### src/rtl/mul_share_arbiter.sv
// Two-requester front end for one shared external combinational multiplier:
// round-robin grant, registered operand stage S1 and registered result stage S2.
// Optional macro ARB_FIXED_PRIO_EN: requester 0 always wins a simultaneous request.
module mul_share_arbiter #(
    parameter int WIDTH = 8
) (
    input  logic               Clk,
    input  logic               Rst_n,
    input  logic               ReqValid0,
    input  logic [WIDTH-1:0]   ReqA0,
    input  logic [WIDTH-1:0]   ReqB0,
    output logic               ReqReady0,
    input  logic               ReqValid1,
    input  logic [WIDTH-1:0]   ReqA1,
    input  logic [WIDTH-1:0]   ReqB1,
    output logic               ReqReady1,
    output logic [WIDTH-1:0]   MulA,
    output logic [WIDTH-1:0]   MulB,
    input  logic [2*WIDTH-1:0] MulP,
    output logic               RspValid,
    output logic [2*WIDTH-1:0] RspProduct,
    output logic               RspId,
    input  logic               RspReady
);

    logic               w_s2_stall;
    logic               w_s2_adv;
    logic               w_accept;
    logic               w_grant;
    logic               w_handshake;

    logic               r_s1_valid;
    logic               r_s1_id;
    logic [WIDTH-1:0]   r_mul_a;
    logic [WIDTH-1:0]   r_mul_b;
    logic               r_rsp_valid;
    logic               r_rsp_id;
    logic [2*WIDTH-1:0] r_rsp_product;
`ifndef ARB_FIXED_PRIO_EN
    logic               r_last_grant;
`endif

    // Pipeline flow control and requester selection.
    always_comb begin
        w_s2_stall = r_rsp_valid && !RspReady;
        w_s2_adv   = r_s1_valid && !w_s2_stall;
        // Gating with Rst_n keeps both readies low while reset is held.
        w_accept   = Rst_n && (!r_s1_valid || w_s2_adv);
        if (ReqValid0 && ReqValid1) begin
`ifdef ARB_FIXED_PRIO_EN
            w_grant = 1'b0;
`else
            w_grant = !r_last_grant;
`endif
        end else begin
            w_grant = ReqValid1;
        end
        w_handshake = w_accept && (ReqValid0 || ReqValid1);
        ReqReady0   = w_handshake && !w_grant;
        ReqReady1   = w_handshake && w_grant;
    end

    // Operand stage S1: captures the granted operands, empties when S1 moves on.
    always_ff @(posedge Clk or negedge Rst_n) begin
        if (!Rst_n) begin
            r_s1_valid   <= 1'b0;
            r_s1_id      <= 1'b0;
            r_mul_a      <= '0;
            r_mul_b      <= '0;
`ifndef ARB_FIXED_PRIO_EN
            r_last_grant <= 1'b1;
`endif
        end else begin
            if (w_handshake) begin
                r_s1_valid   <= 1'b1;
                r_s1_id      <= w_grant;
                r_mul_a      <= w_grant ? ReqA1 : ReqA0;
                r_mul_b      <= w_grant ? ReqB1 : ReqB0;
`ifndef ARB_FIXED_PRIO_EN
                r_last_grant <= w_grant;
`endif
            end else if (w_s2_adv) begin
                r_s1_valid <= 1'b0;
            end
        end
    end

    // Result stage S2: latches the product, holds it stable while stalled.
    always_ff @(posedge Clk or negedge Rst_n) begin
        if (!Rst_n) begin
            r_rsp_valid   <= 1'b0;
            r_rsp_id      <= 1'b0;
            r_rsp_product <= '0;
        end else begin
            if (w_s2_adv) begin
                r_rsp_valid   <= 1'b1;
                r_rsp_id      <= r_s1_id;
                r_rsp_product <= MulP;
            end else if (!w_s2_stall) begin
                r_rsp_valid <= 1'b0;
            end
        end
    end

    assign MulA       = r_mul_a;
    assign MulB       = r_mul_b;
    assign RspValid   = r_rsp_valid;
    assign RspId      = r_rsp_id;
    assign RspProduct = r_rsp_product;

endmodule

### config.mk
export PLATFORM = sky130hd
export DESIGN_NAME = mul_share_arbiter
export DESIGN_NICKNAME = d
export VERILOG_FILES = /design/src/rtl/mul_share_arbiter.sv
export SDC_FILE = /design/constraint.sdc
export NUM_CORES = 1
export LEC_CHECK = 0
export ABC_AREA = 0
export CAP_MARGIN = 20
export CORE_MARGIN = 2
export CORE_UTILIZATION = 60
export CTS_CLUSTER_DIAMETER = 80
export DETAILED_ROUTE_END_ITERATION = 6
export DONT_BUFFER_PORTS = 1
export PLACE_DENSITY = 0.88
export REMOVE_ABC_BUFFERS = 1
export SLEW_MARGIN = 20
export SYNTH_ARGS = -nofsm -noshare
export SYNTH_HDL_FRONTEND = slang
export SYNTH_SLANG_ARGS = --single-unit
export TNS_END_PERCENT = 100
### constraint.sdc
create_clock -name Clk -period 2.5 [get_ports Clk]
set_input_delay 0.25 -clock Clk [delete_from_list [all_inputs] [get_ports Clk]]
set_output_delay 0.25 -clock Clk [all_outputs]
set_load 0.005 [all_outputs]
-- After elaboration in Yosys (flattened, before gate mapping)
Index checks and enable logic that the tools add are counted.
- memories: 0
- register bits: 37
- bits in latches: 0
- output and inout bits: 36
- bits in read-only memories: 0
- memory bits (writable): 0
- add/sub/neg operators: 0
- eq/ne operators: 1
- order comparisons: 0
- $mul: 0
- bitwise operators: 0
- multiplexer cells: 7
- div/mod/pow operators: 0
- shifts and indexed selects: 0
- reduce and logical (&&, ||, !) cells: 15
- operators with widths (cell ; number):
    $mux 8 ; 2
    $logic_and 1x1->1 ; 7
    $logic_not 1->1 ; 5
    $mux 1 ; 5
    $logic_or 1x1->1 ; 2
    $ne 2x1->1 const B ; 1
    $reduce_bool 2->1 ; 1

-- Logic depth before layout (Yosys ltp)
Gate-level depths: netlist of the first run.
- depth in word-level cells: 8
- depth in mapped cells: 4
- gate-level depth less buffers: 3

-- Worst setup path after synthesis of the first run
Ideal clock, no wire load.
- path kind: register to register
- start: register r_last_grant
- end: register r_mul_a[5] (netlist: MulA[5])
- stages on the path, launching flop included: 5
- data required time: 2.375 ns
- setup slack: 1.114 ns
- setup time: 0.125 ns
- data arrival time: 1.261 ns
- buffers on the path: 1
- path through: dfstp_2 -> a21boi_4 -> buf_12 -> mux2_4 -> mux2_4
- cells in the longest elaborated chain, start to end: 3
- ends and longest elaborated chain (what ; line ; source):
    start: declaration ; 40 ; logic r_last_grant;
    start signal: assignment ; 80 ; r_last_grant <= w_grant;
    $logic_not 1->1 ; 53 ; w_grant = !r_last_grant;
    $mux 1 ; 49 ; if (ReqValid0 && ReqValid1) begin
    $mux 8 ; 77 ; r_mul_a <= w_grant ? ReqA1 : ReqA0;
    end signal: assignment ; 77 ;
    end: declaration ; 34 ; logic [WIDTH-1:0] r_mul_a;
No other way between the ends.
A chain may end at the register's enable or synchronous reset.

-- Worst setup path after layout of the first run
- start: register r_rsp_valid (netlist: RspValid)
- end: output port ReqReady0
- cells in the longest elaborated chain, start to end: 7
- ends and longest elaborated chain (what ; line ; source):
    start: declaration ; 36 ; logic r_rsp_valid;
    start signal: assignment ; 91 ; r_rsp_valid <= 1'b0;
    start signal: assignment ; 96 ; r_rsp_valid <= 1'b1;
    start signal: assignment ; 100 ; r_rsp_valid <= 1'b0;
    $logic_and 1x1->1 ; 45 ; w_s2_stall = r_rsp_valid && !RspReady;
    $logic_not 1->1 ; n/a ;
    $logic_and 1x1->1 ; 46 ; w_s2_adv = r_s1_valid && !w_s2_stall;
    $logic_or 1x1->1 ; 48 ; w_accept = Rst_n && (!r_s1_valid || w_s2_adv);
    $logic_and 1x1->1 ; 48 ;
    $logic_and 1x1->1 ; 58 ; w_handshake = w_accept && (ReqValid0 || ReqValid1);
    $logic_and 1x1->1 ; 59 ; ReqReady0 = w_handshake && !w_grant;
    end: declaration ; 12 ; output logic ReqReady0,
No other way between the ends.

==> metrics.cfg, run 1 <==
[run_status]
status = completed

[power_and_ir_drop]
p_seq_share_pct = 59.4
switching_share_pct = 26.64
p_switching_mw = 0.3755
ir_worst_vdd_uv = 666.9
internal_power_mw = 1.034
p_leak_nw = 0.8482
power_density_mw_per_mm2 = 771.0
power_frac_clock_pct = 20.3
pwr-share-comb_pct = 20.3

[final_layout]
layout_commonest_cell = dfrtp_1
num_antenna_cells = 0
area_growth_pct = 3.912
layout.nets = 161
drive_gt1_share_pct = 55.05
mostFrequentLayoutCells = 36 x dfrtp_1, 32 x mux2_4, 13 x mux2_2

[global_routing]
antenna_found_initial = 0
overflow = 0
grt_max_degree = 38
grtUsageTotal_pct = 16.61
grt_pass1_vias = 838
grt_pass1_wl_microns = 3960

[detailed_routing]
dr.pass1.iters = 3
vias_per_cell = 5.986
wl_microns = 2663
drt_iter0_drc = 28
drcViolationCount = 0
wl_per_cell_microns = 19.02
vias = 838
antenna_left = 0

[clock_network]
cts_made_buffers = 5
clkTransAtPathRegs_ns = 0.10
clock_latency_ns = 0.34
cts.root.buffer_cell = clkbuf_4
htreeDepth = 2
clockBufferDepth = 2
cts_tree = built
post_cts_resized = 0
cts_sinks = 37

[synth]
synth_flop_cell = dfrtp_1
synth_cell_types = 18
yosysSeqAreaShare_pct = 52.70
syn_inst = 103
async_flop_share_pct = 100.0
synth_edf_count = 0
avgSynthCellArea_sq_um = 17.08
ys_seq_elements = 37
yosysWarnings = 0
syn-cell-area_sq_mm = 0.001759

[worst_hold_path]
hold_path_class = in2reg
hold_path_depth = 1
min_from = MulP[0]

[sta]
whs_ns = 0.04607
fmax_mhz = 516.2
fin_crit_sh_pct = 77.49
clock_skew_ns = 0.01172
slew_viol_final = 0
rsz0062_at_grt = no
slew_headroom_pct = 54.83
worst_pin_slew_ns = 0.6775
setup_viol = 0
fin_crit_ns = 1.937
finalHoldViolCount = 0
fin_tns_setup_ns = 0

[placed_design]
io_buffer_count = 0
dp_hpwl_microns = 1875
place_congestion = 0.6290

[setup_path]
critical_path_class = reg2out
crit_required_ns = 2.25
regToRegStartpoint = RspValid
end_kind = output pin
path_cells = nand2b_4 > o21ba_2 > nor2b_1
slowest_stage = o21ba_2
arrival_ns = 1.69
critPathMaxFanout = 20
worstRegToRegCells = 3
setup.worst_path.start = RspValid
cp_slowest_stage_delay_ns = 0.57
start_kind = register

[die]
fp.dieH_microns = 58.15
rows = 19
die-area_sq_mm = 0.003381
die_w_microns = 58.15
pin_count = 89
start_util_pct = 63.25
core_area_sq_mm = 0.002781

[flow_run]
cap_viol_max_count = 0

sequential cells by signal (all words and copies together), names as in the netlist:
register and flops:
MulB 8, r_s1_id 1, r_last_grant 1, RspId 1
MulA 8, RspProduct 16, RspValid 1, r_s1_valid 1
final cells by class:
cell class	instances	area (sq um)
Clock buffer	6	41.29
Clock inverter	2	10.01
Fill cell	189	953.4
Inverter	1	3.754
Multi-Input combinational cell	60	769.5
Sequential cell	37	927.1
Tap cell	31	38.79
Timing Repair Buffer	3	37.54
per-layer routing:
metal  global-route usage [%]  part of all wire [%]  up-vias
met5                        0                     0        -
met4                    6.977                  0.79        0
met3                    11.38                    14        2
met2                    24.35                    47       70
met1                    18.87                    39      393
li1                         -                     -      373
cells in the mapped netlist, types with 3 or more instances:
master	count	area, sq um
dfrtp_1	36	900.9
mux2_4	32	480.5
mux2_2	13	146.4
mux2_1	6	67.56
buf_6	3	33.78
worst max-delay path: cells and delay by family (launching register included):
family          cells  cell delay (ns)
compound gates      1             0.57
simple gates        2             0.35
flops               1             0.43
per-stage QoR:
step	cells	setup slack (ns)	area [sq um]	utilization, %	total power [mW]
4_1_cts	140	0.5165	1828	65.72	1.430
3_3_place_gp	130	0.9426	1747	62.80	1.107
5_1_grt	140	0.4286	1828	65.72	1.492
6_report	140	0.5627	1828	65.72	1.409
3_5_place_dp	130	0.8892	1747	62.80	1.125
2_1_floorplan	98	0.8791	1700	-	1.067
power by group through the flow:
stage          Clock [mW]  Sequential (mW)  Combinational (mW)
2_1_floorplan           0            0.819               0.248
6_report            0.286            0.837               0.287
3_5_place_dp            0            0.847               0.278
3_3_place_gp            0            0.845               0.262
4_1_cts             0.299            0.839               0.293
5_1_grt             0.327            0.853               0.311
kinds of logic after synthesis:
kind of cell,share of synthesized area [%]
muxes,39.47
DFF,52.70
buffers and inverters,3.556
and+or+nand+nor,2.063
AOI/OAI and AO/OA,2.204
path summary, 6_finish.rpt:
check	slack, ns	end
min	0.05	RspProduct[0]
max reg2reg	0.91	r_s1_id
max	0.56	ReqReady0
max in group asynchronous	1.89	r_last_grant
min reg2reg	0.50	r_s1_id
min in group asynchronous	0.35	RspProduct[11]
repair_timing:
item / 4_1_cts / 5_1_grt
hold buffers: 2 / 0
hold endpoints to repair: 37 / 0
buffers inserted: 0 / 0
Note: power is estimated with default switching activity, not from simulation.
==> inputs of run 2 (changes only) <==
- CORE_UTILIZATION: 60 -> 56
- PLACE_DENSITY: 0.88 -> 0.86
- clock period: 2.5 -> 1.7 ns (I/O delays scaled with it)
==> metrics.cfg, run 2 (synthesized netlist as in run 1, its figures left out) <==
[run_status]
status = completed

[final_layout]
mostFrequentLayoutCells = 36 x dfrtp_1, 32 x mux2_4, 19 x dlygate4sd3_1
seq_area_sq_um = 927.1
num_antenna_cells = 0
area_growth_pct = 19.06
layout.nets = 181
drive_gt1_share_pct = 48.84
fillers = 200
largest_register_ffs = 16
layout_commonest_cell = dfrtp_1
design_area_sq_mm = 0.002095
multi_input_area_sq_um = 788.3

[die]
start_util_pct = 58.10
die-area_sq_mm = 0.003606
pin_count = 89
rows = 20
fp.dieH_microns = 60.05
die_w_microns = 60.05
core_area_sq_mm = 0.003028

[detailed_routing]
dr.pass1.iters = 2
vias_per_cell = 5.439
vias = 941
drcViolationCount = 0
wl_microns = 3104
drt_iter0_drc = 15
wl_per_cell_microns = 17.94
antenna_left = 0

[power_and_ir_drop]
p_total_mw = 2.218
p_leak_nw = 0.9539
ir_worst_vdd_uv = 610.8
power_density_mw_per_mm2 = 1059

[sta]
fin_tns_setup_ns = 0
slew_viol_final = 0
whs_ns = 0.03574
fmax_mhz = 632.6
slew_headroom_pct = 68.45
worst_pin_slew_ns = 0.4720
finalHoldViolCount = 0
setup_viol = 0
clock_skew_ns = 0.007239
fin_crit_ns = 1.581
fin_crit_sh_pct = 92.99
rsz0062_at_grt = no

[clock_network]
clkTransAtPathRegs_ns = 0.10
cts_sinks = 37
cts.root.buffer_cell = clkbuf_4
clock_latency_ns = 0.33
cts_made_buffers = 5
clockBufferDepth = 2
cts_tree = built
postCtsSetupBuffers = 0
htreeDepth = 2

[setup_path]
critPathMaxFanout = 20
crit_required_ns = 1.53
arrival_ns = 1.41
end_kind = output pin
critical_path_class = in2out
start_kind = input pin

[global_routing]
grt_max_degree = 38
antenna_found_initial = 0
grtUsageTotal_pct = 18.67
grt_pass1_vias = 1046
overflow = 0
grt_pass1_wl_microns = 4781

[placed_design]
place_congestion = 0.6327
io_buffer_count = 0
place_area_sq_mm = 0.001775
dp_hpwl_microns = 2011

[flow_run]
cap_viol_max_count = 0

[worst_hold_path]
hold_path_class = in2reg

-- run 2: cell count changes in the layout (fill, tap and decap cells not counted), sizes merged --
| cell | change |
|---|---|
| clkbuf | +1 |
| a21boi | +1 |
| dlygate4sd3 | +18 |
| buf | +1 |
| clkinv | -1 |
-- run 2: cell type report --
class                      count  area share (%)
tap                           44           2.628
clock inverter                 1          0.2389
multi-input combinational     61           37.63
inverter                       1          0.1792
sequential                    37           44.27
timing repair buffer          22           11.95
clock buffer                   7           3.106
-- run 2: per-layer routing --
layer	track usage [%]	routed length, microns
met5	0	0
met4	5.714	33
met3	9.307	423
met2	31.52	1527
met1	20.51	1120
-- run 2: path summary, 6_finish.rpt --
kind	slack, ns	endpoint	start	cells after the start
max	0.12	ReqReady0	ReqValid0	5
min	0.04	RspValid	RspReady	2
max reg2reg	0.15	MulA[0]	r_last_grant	3
min in group asynchronous	0.38	r_s1_id	Rst_n	3
min reg2reg	0.50	r_s1_id	r_s1_id	1
max in group asynchronous	1.08	r_last_grant	Rst_n	3
-- run 2: report_power, final --
group	switching [mW]	leakage, nW	internal (mW)
clock network	0.263	0.0413	0.240
logic	0.152	0.481	0.327
registers	0.159	0.432	1.08
total	0.574	0.954	1.64
-- run 2: critical path, stage by stage --
cell and delay (ns):
dlygate4sd3_1 0.53, o21ai_1 0.06, o21ba_2 0.26, buf_12 0.19
nor2b_1 0.20
-- run 2: what timing repair did --
item | CTS | global route
gates resized for setup | 0 | 1
hold buffers | 21 | 0
setup endpoints to repair | 18 | 8
endpoints found under the hold margin | 54 | 0
pin swaps | 1 | 0
gates cloned | 1 | 0
-- run 2: metrics by stage --
| step | utilization [%] | worst slack [ns] | std cells |
|---|---|---|---|
| 2_1_floorplan | - | 0.07910 | 98 |
| 3_5_place_dp | 58.64 | -0.06376 | 143 |
| 4_1_cts | 68.93 | 0.006951 | 173 |
| 5_1_grt | 69.17 | 0.01549 | 173 |
| 6_report | 69.17 | 0.1192 | 173 |
| 3_3_place_gp | 58.64 | -0.02758 | 143 |
